**src/rtl/prog_loader_pkg.sv**
```systemverilog
`default_nettype none
// ============================================================================
//  Module      : prog_loader_pkg
//  Description : Shared state encoding and width defaults for the boot-time
//                program loader.
//  Revision    : 1.0 - initial release
// ============================================================================
package prog_loader_pkg;

    localparam int c_word_width  = 16;
    localparam int c_addr_width  = 16;
    localparam int c_state_width = 3;

    typedef enum logic [c_state_width-1:0] {
        CNT_HI  = 3'd0,
        CNT_LO  = 3'd1,
        WORD_HI = 3'd2,
        WORD_LO = 3'd3,
        DONE    = 3'd4,
        ERROR   = 3'd5
    } state_t;

endpackage : prog_loader_pkg
`default_nettype wire

```
**src/rtl/prog_loader_timeout.sv**
```systemverilog
`default_nettype none
// ============================================================================
//  Module      : loader_timeout
//  Description : Loadable idle down-counter. Loaded with TIMEOUT whenever a
//                byte arrives, decrements while enabled, and flags expiry on
//                the TIMEOUT-th consecutive idle cycle.
//  Revision    : 1.0 - initial release
// ============================================================================
module loader_timeout #(
    parameter int TIMEOUT = 50000
) (
    input  logic clk,
    input  logic reset,
    input  logic i_en,
    input  logic i_load,
    input  logic i_clear,
    output logic o_expire
);

    localparam int CNT_W = $clog2(TIMEOUT + 1);
    localparam logic [CNT_W-1:0] c_load_val = CNT_W'(TIMEOUT);

    logic [CNT_W-1:0] r_cnt;

    // Reload on every byte, park at zero when the loader is not waiting mid-frame
    always_ff @(posedge clk) begin
        if (reset) begin
            r_cnt <= '0;
        end else if (i_load) begin
            r_cnt <= c_load_val;
        end else if (i_clear) begin
            r_cnt <= '0;
        end else if (i_en && (r_cnt != '0)) begin
            r_cnt <= r_cnt - CNT_W'(1);
        end
    end

    // A byte arriving in the final idle cycle wins over expiry
    assign o_expire = i_en && !i_load && !i_clear && (r_cnt == CNT_W'(1));

endmodule : loader_timeout
`default_nettype wire

```
**src/rtl/prog_loader.sv**
```systemverilog
`default_nettype none
// ============================================================================
//  Module      : prog_loader
//  Description : Boot-time program loader. Receives a byte stream (16-bit
//                word count followed by that many words, high byte first),
//                writes each word through memory port A and holds the CPU in
//                reset until the full image is written.
//  Revision    : 1.0 - initial release
// ============================================================================
module prog_loader
    import prog_loader_pkg::*;
#(
    parameter int WIDTH     = c_word_width,
    parameter int ADDR_W    = c_addr_width,
    parameter int BASE_ADDR = 0,
    parameter int MEM_DEPTH = 1024,
    parameter int TIMEOUT   = 50000
) (
    input  logic              clk,
    input  logic              reset,
    input  logic [7:0]        rx_data,
    input  logic              rx_valid,
    output logic [ADDR_W-1:0] mem_addr,
    output logic [WIDTH-1:0]  mem_data,
    output logic              mem_we,
    output logic              cpu_reset,
    output logic              done,
    output logic              error
);

    localparam logic [ADDR_W-1:0] c_base      = ADDR_W'(BASE_ADDR);
    localparam logic [31:0]       c_max_words = 32'(MEM_DEPTH - BASE_ADDR);

    state_t              r_state;
    logic [15:0]         r_count;
    logic [15:0]         r_idx;
    logic [7:0]          r_hi;
    logic [ADDR_W-1:0]   r_addr;
    logic [WIDTH-1:0]    r_data;
    logic                r_we;
    logic                r_cpu_reset;
    logic                r_done;
    logic                r_error;

    logic                w_active;
    logic                w_load;
    logic                w_clear;
    logic                w_expire;
    logic [15:0]         w_n;
    logic [15:0]         w_idx_next;

    // Idle timing only matters once a frame has begun and before it ends
    assign w_active   = (r_state == CNT_LO) || (r_state == WORD_HI) || (r_state == WORD_LO);
    assign w_load     = rx_valid && (w_active || (r_state == CNT_HI));
    assign w_clear    = !w_active && !w_load;
    assign w_n        = {r_count[15:8], rx_data};
    assign w_idx_next = r_idx + 16'd1;

    loader_timeout #(
        .TIMEOUT (TIMEOUT)
    ) u_timeout (
        .clk      (clk),
        .reset    (reset),
        .i_en     (w_active),
        .i_load   (w_load),
        .i_clear  (w_clear),
        .o_expire (w_expire)
    );

    // Frame parser, word packer and port-A write generator
    always_ff @(posedge clk) begin
        if (reset) begin
            r_state     <= CNT_HI;
            r_count     <= '0;
            r_idx       <= '0;
            r_hi        <= '0;
            r_addr      <= c_base;
            r_data      <= '0;
            r_we        <= 1'b0;
            r_cpu_reset <= 1'b1;
            r_done      <= 1'b0;
            r_error     <= 1'b0;
        end else begin
            // Write strobe is a single-cycle pulse unless re-armed below
            r_we <= 1'b0;
            case (r_state)
                CNT_HI: begin
                    if (rx_valid) begin
                        r_count[15:8] <= rx_data;
                        r_state       <= CNT_LO;
                    end
                end
                CNT_LO: begin
                    if (rx_valid) begin
                        r_count <= w_n;
                        if (w_n == 16'd0) begin
                            r_state     <= DONE;
                            r_done      <= 1'b1;
                            r_cpu_reset <= 1'b0;
                        end else if ({16'd0, w_n} > c_max_words) begin
                            r_state <= ERROR;
                            r_error <= 1'b1;
                        end else begin
                            r_state <= WORD_HI;
                        end
                    end else if (w_expire) begin
                        r_state <= ERROR;
                        r_error <= 1'b1;
                    end
                end
                WORD_HI: begin
                    if (rx_valid) begin
                        r_hi    <= rx_data;
                        r_state <= WORD_LO;
                    end else if (w_expire) begin
                        r_state <= ERROR;
                        r_error <= 1'b1;
                    end
                end
                WORD_LO: begin
                    if (rx_valid) begin
                        r_we   <= 1'b1;
                        r_data <= WIDTH'({r_hi, rx_data});
                        r_addr <= c_base + ADDR_W'(r_idx);
                        r_idx  <= w_idx_next;
                        // done follows one cycle after the final write pulse
                        r_state <= (w_idx_next == r_count) ? DONE : WORD_HI;
                    end else if (w_expire) begin
                        // Partial word is dropped, never written
                        r_state <= ERROR;
                        r_error <= 1'b1;
                    end
                end
                DONE: begin
                    r_done      <= 1'b1;
                    r_cpu_reset <= 1'b0;
                end
                ERROR: begin
                    r_error     <= 1'b1;
                    r_cpu_reset <= 1'b1;
                end
                default: begin
                    r_state <= ERROR;
                    r_error <= 1'b1;
                end
            endcase
        end
    end

    assign mem_addr  = r_addr;
    assign mem_data  = r_data;
    assign mem_we    = r_we;
    assign cpu_reset = r_cpu_reset;
    assign done      = r_done;
    assign error     = r_error;

endmodule : prog_loader
`default_nettype wire
```
**config.mk**
```make
export PLATFORM = sky130hd
export DESIGN_NAME = prog_loader
export DESIGN_NICKNAME = d
export VERILOG_FILES = /design/src/rtl/prog_loader_pkg.sv /design/src/rtl/prog_loader_timeout.sv /design/src/rtl/prog_loader.sv
export SDC_FILE = /design/constraint.sdc
export NUM_CORES = 1
export LEC_CHECK = 0
export BUFFER_PORTS_ARGS = -buffer_cell sky130_fd_sc_hd__buf_2
export CORE_MARGIN = 2
export CORE_UTILIZATION = 58
export CTS_CLUSTER_DIAMETER = 120
export DETAILED_ROUTE_END_ITERATION = 12
export GPL_ROUTABILITY_DRIVEN = 0
export GPL_TIMING_DRIVEN = 0
export MAX_ROUTING_LAYER = met4
export PLACE_DENSITY_LB_ADDON = 0.08
export SYNTH_ARGS = -nofsm -noshare
export SYNTH_HDL_FRONTEND = slang
export SYNTH_SLANG_ARGS = --single-unit
```
**constraint.sdc**
```tcl
create_clock -name clk -period 2.36 [get_ports clk]
set_clock_uncertainty 0.1 [all_clocks]
set_input_delay 0.472 -clock clk [delete_from_list [all_inputs] [get_ports clk]]
set_output_delay 0.472 -clock clk [all_outputs]
set_load 0.02 [all_outputs]
```
==> flow_metrics.py <==
metrics = {
    "layout": {
        "multi_input_area_um2": 2290,
        "syn2layout_area_growth_pct": 13.2,
        "nNetsFinal": 611,
        "fin_util_pct": 68.1,
        "drive_above_1_share_pct": 17.4,
        "seq_area_um2": 1910,
        "antenna_cells": 0,
        "design_area_um2": 4940,
        "fillerInstances": 647,
    },
    "detailed_routing": {
        "top_layer": "met4",
        "dr.pass1.iters": 4,
        "wl_met3_um": 419,
        "drt-total-wl_um": 10200,
        "vias": 3828,
        "wl_per_cell_um": 14.6,
        "drt_iter0_drc": 229,
        "ant_nets": 0,
        "dr_wl_met2_um": 4730,
        "met1_length_um": 4890,
        "via_per_inst": 5.46,
        "drc_errors": 0,
    },
    "sta": {
        "fin_ws_ns": 0.120,
        "rsz0062_at_grt": "false",
        "slew_headroom_pct": 45.4,
        "period_share_pct": 94.9,
        "layout_min_cycle_time_ns": 2.24,
        "setup_violations": 0,
        "slew_violations": 0,
        "worstMarginPinSlew_ns": 0.815,
        "fin_tns_setup_ns": 0,
        "hold_viol": 0,
        "clock.fmax_mhz": 446,
    },
    "logic_synthesis": {
        "yosysMostFrequentCell": "nand2_1",
        "synthTopCellsByCount": "nand2_1, dfxtp_1, a21oi_1, nor2_1",
        "synth_area_um2": 4360,
        "yosysTopAreaCellShare_pct": 43.6,
        "yosysWarningCount": 0,
        "postSynthNetCount": 557,
        "synth_cells": 543,
        "synth-main-ff-cell": "dfxtp_1",
        "synth-seq-cells": 95,
        "async_reset_ff_share_pct": 0,
        "synth_area_leaders": "dfxtp_1, nand2_1, a21oi_1",
        "ys_seq_area_share_pct": 43.6,
        "post_synth_num_cell_types": 54,
        "avgSynthCellArea_um2": 8.04,
        "netlist.top_cell.by_area": "dfxtp_1",
        "synth_edf_count": 0,
    },
    "run": {
        "maxCapViolations": 0,
    },
    "global_route": {
        "grt_max_degree": 19,
        "grt_pass1_wl_um": 16600,
        "grt_pass1_vias": 3554,
        "overflow": 0,
        "track_usage_pct": 25.6,
        "grt_antenna_before_repair": 0,
    },
    "clock_network": {
        "tritoncts": "done",
        "hold_buffers": 0,
        "clk_pin_slew_ns": 0.11,
        "clk_path_buf_depth": 2,
        "cts_max_level": 3,
        "clock_latency_ns": 0.37,
        "root_buffer": "clkbuf_8",
        "numCtsBuffers": 9,
        "post-cts-setup-buffer-count": 0,
        "cts_sinks": 95,
    },
    "worst_setup_path": {
        "path_depth": 7,
        "r2r_cells": 7,
        "worst-setup-path-type": "flip-flop to flip-flop",
        "critPathSlowestCell": "dfxtp_4",
        "cp_num_buf_inv": 0,
        "startpoint_type": "flip-flop",
        "crit_required_ns": 2.51,
        "cp-end-kind": "flip-flop",
        "worst_path_largest_cell_delay_ns": 0.44,
        "critPathMaxFanout": 7,
        "critical_path.top_delay_family": "simple AND/OR/NAND/NOR gates",
        "critPathArrivalTime_ns": 2.39,
        "path_cells": "ha_4, nand3_2, nor4_4, xnor2_1, a2111oi_2, and4_1, o21ai_0",
    },
    "placement": {
        "pre_cts_ws_ns": -0.225,
        "detailed_place_hpwl_um": 7350,
        "port-buffer-count": 45,
        "placed_area_um2": 4710,
    },
    "floorplanning": {
        "dieArea_um2": 8230,
        "core-area_um2": 7250,
        "die_h_um": 90.7,
        "die_w_um": 90.7,
        "rows": 31,
        "initial_core_util_pct": 60.2,
        "ios": 47,
    },
    "power_and_ir_drop": {
        "p_per_area_nw_per_um2": 713,
        "irDropWorstVdd_mv": 0.415,
        "power_mw": 3.52,
        "leakagePower_nw": 1.86,
    },
    "run_status": {
        "status": "complete, no violations",
    },
    "min_path": {
        "hold_class": "input pin to flip-flop",
        "min_path_cells": 3,
    },
}
==> layout by cell type, fill, tap and decap left out, types with 3 or more instances in the layout <==
| master | netlist | layout |
|---|---|---|
| inv_1 | 9 | 9 |
| nor2_1 | 59 | 59 |
| or3_1 | 8 | 8 |
| nand2b_1 | 6 | 6 |
| clkbuf_1 | 20 | 13 |
| clkbuf_8 | 0 | 9 |
| buf_2 | 8 | 53 |
| nor4_1 | 6 | 6 |
| buf_4 | 3 | 3 |
| o21ai_0 | 11 | 11 |
| a31oi_1 | 4 | 4 |
| nor3_2 | 3 | 4 |
| nand2_1 | 119 | 119 |
| nor3_1 | 11 | 10 |
| xnor2_1 | 24 | 24 |
| dfxtp_1 | 95 | 93 |
| xor2_1 | 24 | 24 |
| nand3_1 | 12 | 11 |
| mux2_2 | 3 | 3 |
| clkbuf_2 | 2 | 9 |
| nand4_1 | 5 | 5 |
| mux2i_1 | 8 | 8 |
| a21oi_1 | 63 | 63 |
| nor3b_1 | 3 | 3 |
==> cell families (layout without fill, tap and decap cells) <==
family / count (synthesis) / count (layout) / synth area share [%]
flops: 95 / 95 / 43.6
buf+inv: 45 / 104 / 4.59
simple gates: 248 / 248 / 26.6
fa+ha+maj: 3 / 3 / 0.860
compound gates: 93 / 93 / 12.1
xor+xnor: 48 / 48 / 9.63
mux: 11 / 11 / 2.61
==> final cells by class <==
type / instances / share of cell area [%]
Buffer: 34 / 3.39
Clock buffer: 9 / 2.51
Clock inverter: 7 / 1.29
Inverter: 9 / 0.684
Multi-Input combinational cell: 403 / 46.4
Sequential cell: 95 / 38.6
Tap cell: 99 / 2.51
Timing Repair Buffer: 45 / 4.56
==> routing by layer <==
layer / vias up / global-route usage (%)
li1: 1927 / -
met1: 1798 / 33.1
met2: 86 / 41.0
met3: 17 / 3.84
met4: 0 / 8.97
met5: - / -
==> state kept, by name, indices dropped and copies added (netlist names), 3 cells and up <==
name and cells:
r_idx 16, r_hi 8, mem_addr 16, r_count 16
u_timeout.r_cnt 16, mem_data 16, r_state 3
==> report_power, final <==
part,internal [mW],total [mW],switching [mW]
Clock,0.405,1.03,0.627
Sequential,1.69,1.78,0.0944
Combinational,0.274,0.709,0.435
Total,2.37,3.52,1.16
==> worst paths after layout <==
kind                                  from  slack, ns          to
worst max-delay path              r_idx[0]       0.12  r_state[1]
worst min-delay path            rx_data[1]       0.29  r_count[1]
worst max register to register    r_idx[0]       0.12  r_state[1]
worst min register to register       error       0.35       error
==> repair_timing <==
action | in CTS | in global routing
gates resized for setup | 7 | 10
pin swaps | 1 | 1
endpoints found under the setup margin | 28 | 32
==> metrics by stage <==
step           hold slack [ns]  cells
2_1_floorplan            0.331    543
3_3_place_gp             0.331    687
3_5_place_dp             0.340    687
4_1_cts                  0.277    703
5_1_grt                  0.293    701
6_report                 0.289    701
==> worst register-to-register path, delay by kind of cell (launching register included) <==
| kind | cells | cell delay (ns) |
|---|---|---|
| XOR/XNOR | 1 | 0.13 |
| adder cells (fa/ha/maj) | 1 | 0.19 |
| AO/OA/AOI/OAI | 2 | 0.46 |
| flip-flops | 1 | 0.44 |
| AND/OR/NAND/NOR | 3 | 0.80 |
No activity file was read; power rests on OpenSTA's default activity.
